<file path="src/rtl/id_ex_operand_stage_if.sv">
// -----------------------------------------------------------------------------
// id_ex_operand_stage_if
// Bundle of all signals between decode, the ID/EX operand stage, the execute
// ALU and the two forwarding sources (EX/MEM and MEM/WB).
//
// Parameters:
//   DATA_WIDTH     operand/result width
//   REG_ADDR_WIDTH register-file index width
//
// Modports:
//   master : surrounding pipeline (decode, forward sources, execute)
//   slave  : the ID/EX operand stage itself
// -----------------------------------------------------------------------------
interface id_ex_operand_stage_if #(
   parameter int DATA_WIDTH     = 32,
   parameter int REG_ADDR_WIDTH = 5
);
   // decode side
   logic                      in_valid;
   logic                      in_ready;
   logic [DATA_WIDTH-1:0]     in_rs1_data;
   logic [DATA_WIDTH-1:0]     in_rs2_data;
   logic [REG_ADDR_WIDTH-1:0] in_rs1_addr;
   logic [REG_ADDR_WIDTH-1:0] in_rs2_addr;
   logic [REG_ADDR_WIDTH-1:0] in_rd_addr;
   logic                      in_reg_write;
   logic                      in_use_imm;
   logic [DATA_WIDTH-1:0]     in_imm;
   logic [3:0]                in_alu_control;
   logic                      flush;

   // forward sources
   logic                      exmem_reg_write;
   logic [REG_ADDR_WIDTH-1:0] exmem_rd_addr;
   logic [DATA_WIDTH-1:0]     exmem_result;
   logic                      memwb_reg_write;
   logic [REG_ADDR_WIDTH-1:0] memwb_rd_addr;
   logic [DATA_WIDTH-1:0]     memwb_result;

   // execute side
   logic                      out_valid;
   logic                      out_ready;
   logic [DATA_WIDTH-1:0]     out_rs1;
   logic [DATA_WIDTH-1:0]     out_rs2;
   logic [3:0]                out_alu_control;
   logic [REG_ADDR_WIDTH-1:0] out_rd_addr;
   logic                      out_reg_write;
   logic                      out_illegal;

   modport master (
      output in_valid, in_rs1_data, in_rs2_data, in_rs1_addr, in_rs2_addr,
             in_rd_addr, in_reg_write, in_use_imm, in_imm, in_alu_control, flush,
             exmem_reg_write, exmem_rd_addr, exmem_result,
             memwb_reg_write, memwb_rd_addr, memwb_result,
             out_ready,
      input  in_ready, out_valid, out_rs1, out_rs2, out_alu_control,
             out_rd_addr, out_reg_write, out_illegal
   );

   modport slave (
      input  in_valid, in_rs1_data, in_rs2_data, in_rs1_addr, in_rs2_addr,
             in_rd_addr, in_reg_write, in_use_imm, in_imm, in_alu_control, flush,
             exmem_reg_write, exmem_rd_addr, exmem_result,
             memwb_reg_write, memwb_rd_addr, memwb_result,
             out_ready,
      output in_ready, out_valid, out_rs1, out_rs2, out_alu_control,
             out_rd_addr, out_reg_write, out_illegal
   );
endinterface

</file>
<file path="src/rtl/id_ex_operand_stage.sv">
// -----------------------------------------------------------------------------
// id_ex_operand_stage
// ID/EX pipeline register in front of the execute ALU. Captures decoded
// operands, destination and ALU opcode, resolves RAW hazards by forwarding
// from EX/MEM (priority) and MEM/WB, and presents the operands to the ALU
// through a valid/ready handshake. While the ALU stalls, held register
// operands keep tracking the forward sources so a producer that retires
// during the stall is not lost. Opcodes 4'hc..4'hf are replaced by 4'ha with
// the write-back suppressed and out_illegal raised.
//
// Ports:
//   clk    rising-edge clock
//   rst_n  synchronous active-low reset
//   bus    id_ex_operand_stage_if.slave (decode, forward sources, execute)
//   fwd_exmem_count / fwd_memwb_count (only with ID_EX_FWD_COUNT_EN)
//          saturating 16-bit counts of capture/refresh cycles in which the
//          respective forward path supplied at least one operand
//
// Optional feature macro: ID_EX_FWD_COUNT_EN
// -----------------------------------------------------------------------------
module id_ex_operand_stage #(
   parameter int DATA_WIDTH     = 32,
   parameter int REG_ADDR_WIDTH = 5
) (
   input  logic                         clk,
   input  logic                         rst_n,
   id_ex_operand_stage_if.slave         bus
`ifdef ID_EX_FWD_COUNT_EN
   ,
   output logic [15:0]                  fwd_exmem_count,
   output logic [15:0]                  fwd_memwb_count
`endif
);

   typedef enum logic {
      ST_EMPTY = 1'b0,
      ST_FULL  = 1'b1
   } state_t;

   localparam logic [3:0] ALU_NOP = 4'ha;

   state_t                    r_state;
   state_t                    w_state_nxt;

   logic [DATA_WIDTH-1:0]     r_rs1;
   logic [DATA_WIDTH-1:0]     r_rs2;
   logic [3:0]                r_alu_control;
   logic [REG_ADDR_WIDTH-1:0] r_rd_addr;
   logic                      r_reg_write;
   logic                      r_illegal;
   logic [REG_ADDR_WIDTH-1:0] r_rs1_addr;
   logic [REG_ADDR_WIDTH-1:0] r_rs2_addr;
   logic                      r_use_imm;

   logic                      w_in_ready;
   logic                      w_load;
   logic                      w_hold;
   logic                      w_update;
   logic [REG_ADDR_WIDTH-1:0] w_rs1_addr;
   logic [REG_ADDR_WIDTH-1:0] w_rs2_addr;
   logic                      w_use_imm;
   logic [DATA_WIDTH-1:0]     w_rs1_base;
   logic [DATA_WIDTH-1:0]     w_rs2_base;
   logic                      w_rs1_ex;
   logic                      w_rs1_wb;
   logic                      w_rs2_ex;
   logic                      w_rs2_wb;
   logic [DATA_WIDTH-1:0]     w_rs1_val;
   logic [DATA_WIDTH-1:0]     w_rs2_val;
   logic                      w_legal;

   // A forward source matches only a real write to a non-zero register.
   function automatic logic f_hit(input logic                      we,
                                  input logic [REG_ADDR_WIDTH-1:0] rd,
                                  input logic [REG_ADDR_WIDTH-1:0] src);
      return we && (rd == src) && (src != '0);
   endfunction

   always_comb begin
      w_in_ready = (r_state == ST_EMPTY) || bus.out_ready;
      // flush wins over a simultaneous load regardless of in_ready
      w_load     = bus.in_valid && w_in_ready && !bus.flush;
      w_hold     = (r_state == ST_FULL) && !bus.out_ready && !bus.flush;
      w_update   = w_load || w_hold;

      // Same forwarding network serves capture (new addresses) and hold
      // refresh (stored addresses); on refresh a miss keeps the held value.
      w_rs1_addr = w_load ? bus.in_rs1_addr : r_rs1_addr;
      w_rs2_addr = w_load ? bus.in_rs2_addr : r_rs2_addr;
      w_use_imm  = w_load ? bus.in_use_imm  : r_use_imm;
      w_rs1_base = w_load ? bus.in_rs1_data : r_rs1;
      w_rs2_base = w_load ? (bus.in_use_imm ? bus.in_imm : bus.in_rs2_data) : r_rs2;

      w_rs1_ex   = f_hit(bus.exmem_reg_write, bus.exmem_rd_addr, w_rs1_addr);
      w_rs1_wb   = f_hit(bus.memwb_reg_write, bus.memwb_rd_addr, w_rs1_addr) && !w_rs1_ex;
      w_rs2_ex   = f_hit(bus.exmem_reg_write, bus.exmem_rd_addr, w_rs2_addr) && !w_use_imm;
      w_rs2_wb   = f_hit(bus.memwb_reg_write, bus.memwb_rd_addr, w_rs2_addr) && !w_use_imm
                   && !w_rs2_ex;

      w_rs1_val  = w_rs1_ex ? bus.exmem_result : (w_rs1_wb ? bus.memwb_result : w_rs1_base);
      w_rs2_val  = w_rs2_ex ? bus.exmem_result : (w_rs2_wb ? bus.memwb_result : w_rs2_base);

      w_legal    = (bus.in_alu_control <= 4'hb);
   end

   // FSM next state
   always_comb begin
      w_state_nxt = r_state;
      if (bus.flush) begin
         w_state_nxt = ST_EMPTY;
      end else begin
         case (r_state)
            ST_EMPTY: if (w_load) w_state_nxt = ST_FULL;
            ST_FULL:  if (bus.out_ready) w_state_nxt = w_load ? ST_FULL : ST_EMPTY;
            default:  w_state_nxt = ST_EMPTY;
         endcase
      end
   end

   always_ff @(posedge clk) begin
      if (!rst_n) r_state <= ST_EMPTY;
      else        r_state <= w_state_nxt;
   end

   // ID/EX register boundary
   always_ff @(posedge clk) begin
      if (!rst_n) begin
         r_rs1         <= '0;
         r_rs2         <= '0;
         r_alu_control <= ALU_NOP;
         r_rd_addr     <= '0;
         r_reg_write   <= 1'b0;
         r_illegal     <= 1'b0;
         r_rs1_addr    <= '0;
         r_rs2_addr    <= '0;
         r_use_imm     <= 1'b0;
      end else begin
         if (w_update) begin
            r_rs1 <= w_rs1_val;
            r_rs2 <= w_rs2_val;
         end
         if (w_load) begin
            r_rs1_addr    <= bus.in_rs1_addr;
            r_rs2_addr    <= bus.in_rs2_addr;
            r_use_imm     <= bus.in_use_imm;
            r_rd_addr     <= bus.in_rd_addr;
            r_alu_control <= w_legal ? bus.in_alu_control : ALU_NOP;
            r_reg_write   <= w_legal && bus.in_reg_write;
            r_illegal     <= !w_legal;
         end else if (bus.flush) begin
            r_reg_write   <= 1'b0;
         end
      end
   end

`ifdef ID_EX_FWD_COUNT_EN
   logic [15:0] r_fwd_exmem_cnt;
   logic [15:0] r_fwd_memwb_cnt;

   always_ff @(posedge clk) begin
      if (!rst_n) begin
         r_fwd_exmem_cnt <= '0;
         r_fwd_memwb_cnt <= '0;
      end else if (w_update) begin
         if ((w_rs1_ex || w_rs2_ex) && (r_fwd_exmem_cnt != 16'hffff))
            r_fwd_exmem_cnt <= r_fwd_exmem_cnt + 16'd1;
         if ((w_rs1_wb || w_rs2_wb) && (r_fwd_memwb_cnt != 16'hffff))
            r_fwd_memwb_cnt <= r_fwd_memwb_cnt + 16'd1;
      end
   end

   assign fwd_exmem_count = r_fwd_exmem_cnt;
   assign fwd_memwb_count = r_fwd_memwb_cnt;
`endif

   assign bus.in_ready        = w_in_ready;
   assign bus.out_valid       = (r_state == ST_FULL);
   assign bus.out_rs1         = r_rs1;
   assign bus.out_rs2         = r_rs2;
   assign bus.out_alu_control = r_alu_control;
   assign bus.out_rd_addr     = r_rd_addr;
   assign bus.out_reg_write   = r_reg_write;
   assign bus.out_illegal     = r_illegal;

endmodule

</file>
<file path="src/flat_wrapper.sv">
// flat-port wrapper written by rule: the top's interface ports become plain ports
module id_ex_operand_stage_flat 
#(
   parameter int DATA_WIDTH     = 32,
   parameter int REG_ADDR_WIDTH = 5
)
  (clk, rst_n, bus_in_valid, bus_in_rs1_data, bus_in_rs2_data, bus_in_rs1_addr, bus_in_rs2_addr, bus_in_rd_addr, bus_in_reg_write, bus_in_use_imm, bus_in_imm, bus_in_alu_control, bus_flush, bus_exmem_reg_write, bus_exmem_rd_addr, bus_exmem_result, bus_memwb_reg_write, bus_memwb_rd_addr, bus_memwb_result, bus_out_ready, bus_in_ready, bus_out_valid, bus_out_rs1, bus_out_rs2, bus_out_alu_control, bus_out_rd_addr, bus_out_reg_write, bus_out_illegal);
  id_ex_operand_stage_if #(.DATA_WIDTH(DATA_WIDTH), .REG_ADDR_WIDTH(REG_ADDR_WIDTH)) bus_i ();
  input  logic clk;
  input  logic rst_n;
  input wire logic [$bits(bus_i.in_valid)-1:0] bus_in_valid;
  input wire logic [$bits(bus_i.in_rs1_data)-1:0] bus_in_rs1_data;
  input wire logic [$bits(bus_i.in_rs2_data)-1:0] bus_in_rs2_data;
  input wire logic [$bits(bus_i.in_rs1_addr)-1:0] bus_in_rs1_addr;
  input wire logic [$bits(bus_i.in_rs2_addr)-1:0] bus_in_rs2_addr;
  input wire logic [$bits(bus_i.in_rd_addr)-1:0] bus_in_rd_addr;
  input wire logic [$bits(bus_i.in_reg_write)-1:0] bus_in_reg_write;
  input wire logic [$bits(bus_i.in_use_imm)-1:0] bus_in_use_imm;
  input wire logic [$bits(bus_i.in_imm)-1:0] bus_in_imm;
  input wire logic [$bits(bus_i.in_alu_control)-1:0] bus_in_alu_control;
  input wire logic [$bits(bus_i.flush)-1:0] bus_flush;
  input wire logic [$bits(bus_i.exmem_reg_write)-1:0] bus_exmem_reg_write;
  input wire logic [$bits(bus_i.exmem_rd_addr)-1:0] bus_exmem_rd_addr;
  input wire logic [$bits(bus_i.exmem_result)-1:0] bus_exmem_result;
  input wire logic [$bits(bus_i.memwb_reg_write)-1:0] bus_memwb_reg_write;
  input wire logic [$bits(bus_i.memwb_rd_addr)-1:0] bus_memwb_rd_addr;
  input wire logic [$bits(bus_i.memwb_result)-1:0] bus_memwb_result;
  input wire logic [$bits(bus_i.out_ready)-1:0] bus_out_ready;
  output wire logic [$bits(bus_i.in_ready)-1:0] bus_in_ready;
  output wire logic [$bits(bus_i.out_valid)-1:0] bus_out_valid;
  output wire logic [$bits(bus_i.out_rs1)-1:0] bus_out_rs1;
  output wire logic [$bits(bus_i.out_rs2)-1:0] bus_out_rs2;
  output wire logic [$bits(bus_i.out_alu_control)-1:0] bus_out_alu_control;
  output wire logic [$bits(bus_i.out_rd_addr)-1:0] bus_out_rd_addr;
  output wire logic [$bits(bus_i.out_reg_write)-1:0] bus_out_reg_write;
  output wire logic [$bits(bus_i.out_illegal)-1:0] bus_out_illegal;
  assign bus_i.in_valid = bus_in_valid;
  assign bus_i.in_rs1_data = bus_in_rs1_data;
  assign bus_i.in_rs2_data = bus_in_rs2_data;
  assign bus_i.in_rs1_addr = bus_in_rs1_addr;
  assign bus_i.in_rs2_addr = bus_in_rs2_addr;
  assign bus_i.in_rd_addr = bus_in_rd_addr;
  assign bus_i.in_reg_write = bus_in_reg_write;
  assign bus_i.in_use_imm = bus_in_use_imm;
  assign bus_i.in_imm = bus_in_imm;
  assign bus_i.in_alu_control = bus_in_alu_control;
  assign bus_i.flush = bus_flush;
  assign bus_i.exmem_reg_write = bus_exmem_reg_write;
  assign bus_i.exmem_rd_addr = bus_exmem_rd_addr;
  assign bus_i.exmem_result = bus_exmem_result;
  assign bus_i.memwb_reg_write = bus_memwb_reg_write;
  assign bus_i.memwb_rd_addr = bus_memwb_rd_addr;
  assign bus_i.memwb_result = bus_memwb_result;
  assign bus_i.out_ready = bus_out_ready;
  assign bus_in_ready = bus_i.in_ready;
  assign bus_out_valid = bus_i.out_valid;
  assign bus_out_rs1 = bus_i.out_rs1;
  assign bus_out_rs2 = bus_i.out_rs2;
  assign bus_out_alu_control = bus_i.out_alu_control;
  assign bus_out_rd_addr = bus_i.out_rd_addr;
  assign bus_out_reg_write = bus_i.out_reg_write;
  assign bus_out_illegal = bus_i.out_illegal;
  id_ex_operand_stage #(.DATA_WIDTH(DATA_WIDTH), .REG_ADDR_WIDTH(REG_ADDR_WIDTH)) u_core (.clk(clk), .rst_n(rst_n), .bus(bus_i));
endmodule
</file>
<file path="config.mk">
export PLATFORM = sky130hd
export DESIGN_NAME = id_ex_operand_stage_flat
export DESIGN_NICKNAME = d
export VERILOG_FILES = /design/src/rtl/id_ex_operand_stage_if.sv /design/src/rtl/id_ex_operand_stage.sv /design/src/flat_wrapper.sv
export SDC_FILE = /design/constraint.sdc
export NUM_CORES = 1
export LEC_CHECK = 0
export BUFFER_PORTS_ARGS = -buffer_cell sky130_fd_sc_hd__clkbuf_2
export CAP_MARGIN = 20
export CELL_PAD_IN_SITES_DETAIL_PLACEMENT = 0
export CELL_PAD_IN_SITES_GLOBAL_PLACEMENT = 2
export CORE_ASPECT_RATIO = 1.2
export CORE_MARGIN = 10
export CORE_UTILIZATION = 28
export CTS_BUF_LIST = sky130_fd_sc_hd__clkbuf_4 sky130_fd_sc_hd__clkbuf_8
export DETAILED_ROUTE_END_ITERATION = 12
export GPL_TIMING_DRIVEN = 0
export PLACE_DENSITY_LB_ADDON = 0.1
export SETUP_SLACK_MARGIN = 0.1
export SYNTH_ARGS = -nofsm -noshare
export SYNTH_HDL_FRONTEND = slang
export SYNTH_SLANG_ARGS = --single-unit
export TNS_END_PERCENT = 20
</file>
<file path="constraint.sdc">
create_clock -name clk -period 6 [get_ports clk]
set_input_delay 0.3 -clock clk [delete_from_list [all_inputs] [get_ports clk]]
set_output_delay 0.3 -clock clk [all_outputs]
set_load 0.1 [all_outputs]
</file>
==> impl_metrics.ini <==
[run_status]
run_status = completed

[logic_synthesis]
synthTopCellsByArea = sky130_fd_sc_hd__dfxtp_1 (31%), sky130_fd_sc_hd__nand3_1 (6.3%), sky130_fd_sc_hd__mux2i_1 (6.1%)
seq_cells_post_synth = 87
asyncSetResetFlopFracSynth_pct = 0
sequential_area_share_after_synthesis_pct = 31.11
post-synth-top-area-fraction_pct = 31.11
yosys.cell_types.count = 61
synth_area_per_cell_sq_um = 8.101
synth_cells = 691
ys_dominant_reg_cell = sky130_fd_sc_hd__dfxtp_1
most_repeated_cell_in_the_gate_level_netlist_after_synthesis = sky130_fd_sc_hd__dfxtp_1
post_synth_instance_area_sq_mm = 0.005598
synth_enable_flop_cells = 0
yosysWarningCount = 0
synth_top_area_cell = sky130_fd_sc_hd__dfxtp_1
synthTopCellsByCount = sky130_fd_sc_hd__dfxtp_1 (87), sky130_fd_sc_hd__nand3_1 (71), sky130_fd_sc_hd__o21ai_0 (66), sky130_fd_sc_hd__nand2_1 (61), sky130_fd_sc_hd__a21oi_1 (54)
synth.net_count = 889

[setup_path]
setup.worst_path.start_class = register
worstSetupPathType = register to register
worstPathArrival_ps = 3440
top_fanout_value_on_the_critical_path = 10
ff2ff_setup_slack_ps = 2850
end_kind = register
timing.critical_path.required_ps = 6290
crit-reg2reg-launch = u_core.bus.out_valid
r2r_cells = 11
worstReg2RegEnd = u_core.bus.out_rs1[26]

[finish]
fill_cells = 2180
design.final.nets = 1174
post_route_cells_drive_above_1_share_pct = 33.78
sequential_cell_area_sq_mm = 0.001742
layout.cell_area.non_filler_sq_mm = 0.007543
finalNonFillerCells = 1244
multi_input_area_sq_mm = 0.003426
area.growth.synth_to_final_pct = 34.76

[floorplanning]
pin_count = 275
dieWidth_microns = 149.1
fp-row-count = 56
initial_core_util_pct = 28.53
floorplan.core_area_sq_mm = 0.01962
floorplan_die_height_microns = 174.9
floorplan.die_area_sq_mm = 0.02607

[cts]
tritoncts = yes
hold_fix_buffers_at_cts = 0
post_cts_resized = 0
clockRootBuffer = sky130_fd_sc_hd__clkbuf_8
clock_sink_count = 87
cts_buffer_depth = 2
cts.reportedPaths.clkPinSlew_ps = 100
cts.repair_timing.setup_buffer_count = 0
tritoncts.num_buffers = 9
insertion_delay_ps = 390
htree_num_levels = 3

[route]
dr_wl_met3_mm = 2.362
remaining_drc_errors = 0
drt_first_pass_iters = 5
detailroute.wirelength.met2_mm = 14.21
drt_iter0_markers = 291
drtAntennaViolNets = 0
met1_length_mm = 10.80
top_signal_layer_used = met4
post_drt_wl_per_cell_microns = 22.47
route.vias.total = 6514
post_drt_via_cell_ratio = 5.236
drt-total-wl_mm = 27.95

[timing]
drv_slew = 0
maxClockFrequency_mhz = 317.6
tightestPinTransition_ps = 900.8
finalHoldViolations = 0
total_setup_violations_reported_at_the_end_of_the_flow = 0
finalWorstPathRequiredPeriod_ps = 3149
timing.max_slew.rel_slack_pct = 39.95
tns_ps = 0
grt_setup_unrepaired = false
worst_clock_skew_ps = 15.81
timing.final.crit_share_pct = 52.48

[place]
dpl_cell_area_sq_mm = 0.007298
detailedPlacementHpwl_mm = 22.64
finalWeightedCongestion = 0.8645
placed_cells = 1226
port_buffers = 273

[power_and_ir_drop]
pwr_density_cell_mw_per_mm2 = 232.5
power.leakage_nw = 3.148
irDropWorstVdd_uv = 91.18

[global_route]
initial_antenna_violation_count = 3
grt_remaining_overflow = 0
largest_net_degree_at_the_start_of_global_routing = 15
grt_pass1_vias = 6915
global_route.usage.total_pct = 20.52
grt_first_pass_wirelength_mm = 41.48

[min_path]
timing.hold.worst.start = bus_in_rd_addr[3]
hold-path-endpoint = u_core.bus.out_rd_addr[3]
kind_of_path_behind_the_tightest_hold_check = primary input to register
count_of_cells_along_the_worst_hold_path = 3

[run]
max_cap_viol_count = 0
==> area by class of cell <==
cell class	count	share of cell area, %
clock buffer	10	1.742
buffer	69	5.158
clock inverter	5	1.410
timing repair buffer	274	18.21
tap	261	4.329
multi-input combinational	524	45.41
antenna	3	0.09952
inverter	11	0.5474
sequential	87	23.09
==> layer usage <==
metal  vias up  GRT usage, %
met5         -             0
met4         0         6.347
met3        33         7.340
met2       251         36.02
li1       3186             -
met1      3044         22.42
==> cell usage in the layout (no fill, tap or decap), types with 3 or more instances in the layout <==
| cell type | instances |
|---|---|
| sky130_fd_sc_hd__a311oi_1 | 32 |
| sky130_fd_sc_hd__xnor2_1 | 4 |
| sky130_fd_sc_hd__diode_2 | 3 |
| sky130_fd_sc_hd__dfxtp_1 | 87 |
| sky130_fd_sc_hd__buf_4 | 3 |
| sky130_fd_sc_hd__clkbuf_2 | 274 |
| sky130_fd_sc_hd__clkbuf_8 | 9 |
| sky130_fd_sc_hd__buf_6 | 12 |
| sky130_fd_sc_hd__clkbuf_1 | 39 |
| sky130_fd_sc_hd__bufinv_16 | 3 |
| sky130_fd_sc_hd__a21oi_1 | 54 |
| sky130_fd_sc_hd__nand2b_1 | 38 |
| sky130_fd_sc_hd__nor2_1 | 14 |
| sky130_fd_sc_hd__o21ai_0 | 66 |
| sky130_fd_sc_hd__mux2i_1 | 34 |
| sky130_fd_sc_hd__inv_1 | 9 |
| sky130_fd_sc_hd__or3_1 | 3 |
| sky130_fd_sc_hd__nor3_1 | 6 |
| sky130_fd_sc_hd__nand3_1 | 71 |
| sky130_fd_sc_hd__o2111ai_1 | 3 |
| sky130_fd_sc_hd__nor3b_1 | 3 |
| sky130_fd_sc_hd__o21ai_1 | 7 |
| sky130_fd_sc_hd__a32o_1 | 32 |
| sky130_fd_sc_hd__nand4_1 | 3 |
| sky130_fd_sc_hd__buf_2 | 12 |
| sky130_fd_sc_hd__nor2b_1 | 10 |
| sky130_fd_sc_hd__nand2_1 | 61 |
| sky130_fd_sc_hd__o211ai_1 | 34 |
| sky130_fd_sc_hd__xor2_1 | 9 |
| sky130_fd_sc_hd__and2_1 | 3 |
==> how the worst max path moves through the flow <==
stage / startpoint / endpoint / slack [ps] / depth (start not counted)
3_3_place_gp: bus_flush / u_core.bus.out_rs1[28] / 2590 / 10
2_1_floorplan: u_core.bus.out_valid / u_core.bus.out_rs2[31] / 2840 / 12
3_5_place_dp: u_core.bus.out_valid / u_core.bus.out_rs1[9] / 2880 / 11
4_1_cts: u_core.bus.out_valid / u_core.bus.out_rs1[9] / 2870 / 11
6_report: u_core.bus.out_valid / u_core.bus.out_rs1[26] / 2850 / 11
5_1_grt: u_core.bus.out_valid / u_core.bus.out_rs2[20] / 2650 / 11
==> state kept, by name (all words and copies together) (netlist names) <==
register	flops
u_core.bus.out_alu_control	4
u_core.bus.out_illegal	1
u_core.bus.out_reg_write	1
u_core.bus.out_rd_addr	5
u_core.bus.out_rs2	32
u_core.r_rs1_addr	5
u_core.bus.out_rs1	32
u_core.bus.out_valid	1
u_core.r_use_imm	1
u_core.r_rs2_addr	5
==> worst max-delay path, stage by stage (launching register included) <==
cell and delay (ps):
sky130_fd_sc_hd__dfxtp_1 320, sky130_fd_sc_hd__nor2b_1 130, sky130_fd_sc_hd__buf_6 140, sky130_fd_sc_hd__inv_2 110, sky130_fd_sc_hd__buf_4 220, sky130_fd_sc_hd__nand3_1 130, sky130_fd_sc_hd__and2_1 180, sky130_fd_sc_hd__xnor2_1 150
sky130_fd_sc_hd__nor3_2 730, sky130_fd_sc_hd__clkbuf_1 530, sky130_fd_sc_hd__nand2b_1 130, sky130_fd_sc_hd__a32o_1 270
==> through the flow <==
step           util, %  hold WS, ps  power [mW]  setup slack, ps
2_1_floorplan        -        371.8       1.051             2841
3_3_place_gp     37.16        443.8       1.247             2592
3_5_place_dp     37.20        446.5       1.247             2884
4_1_cts          38.41        110.6       1.770             2866
5_1_grt          38.41        116.1       1.828             2646
6_report         38.45        130.3       1.754             2851
==> where the power goes <==
part | leakage, nW | internal [mW] | total (mW) | switching, mW
Combinational | 2.32 | 0.167 | 0.600 | 0.434
Clock | 0.116 | 0.281 | 0.523 | 0.242
Sequential | 0.711 | 0.610 | 0.631 | 0.0204
Total | 3.15 | 1.06 | 1.75 | 0.696
==> kinds of logic after synthesis <==
family | after synthesis | share of synthesized area (%)
AND/OR/NAND/NOR | 222 | 20.32
AO/OA/AOI/OAI | 255 | 32.77
flip-flops | 87 | 31.11
XOR/XNOR | 13 | 2.034
multiplexers | 34 | 6.080
buffers and inverters | 80 | 7.689
(Power assumes the default switching activity.)
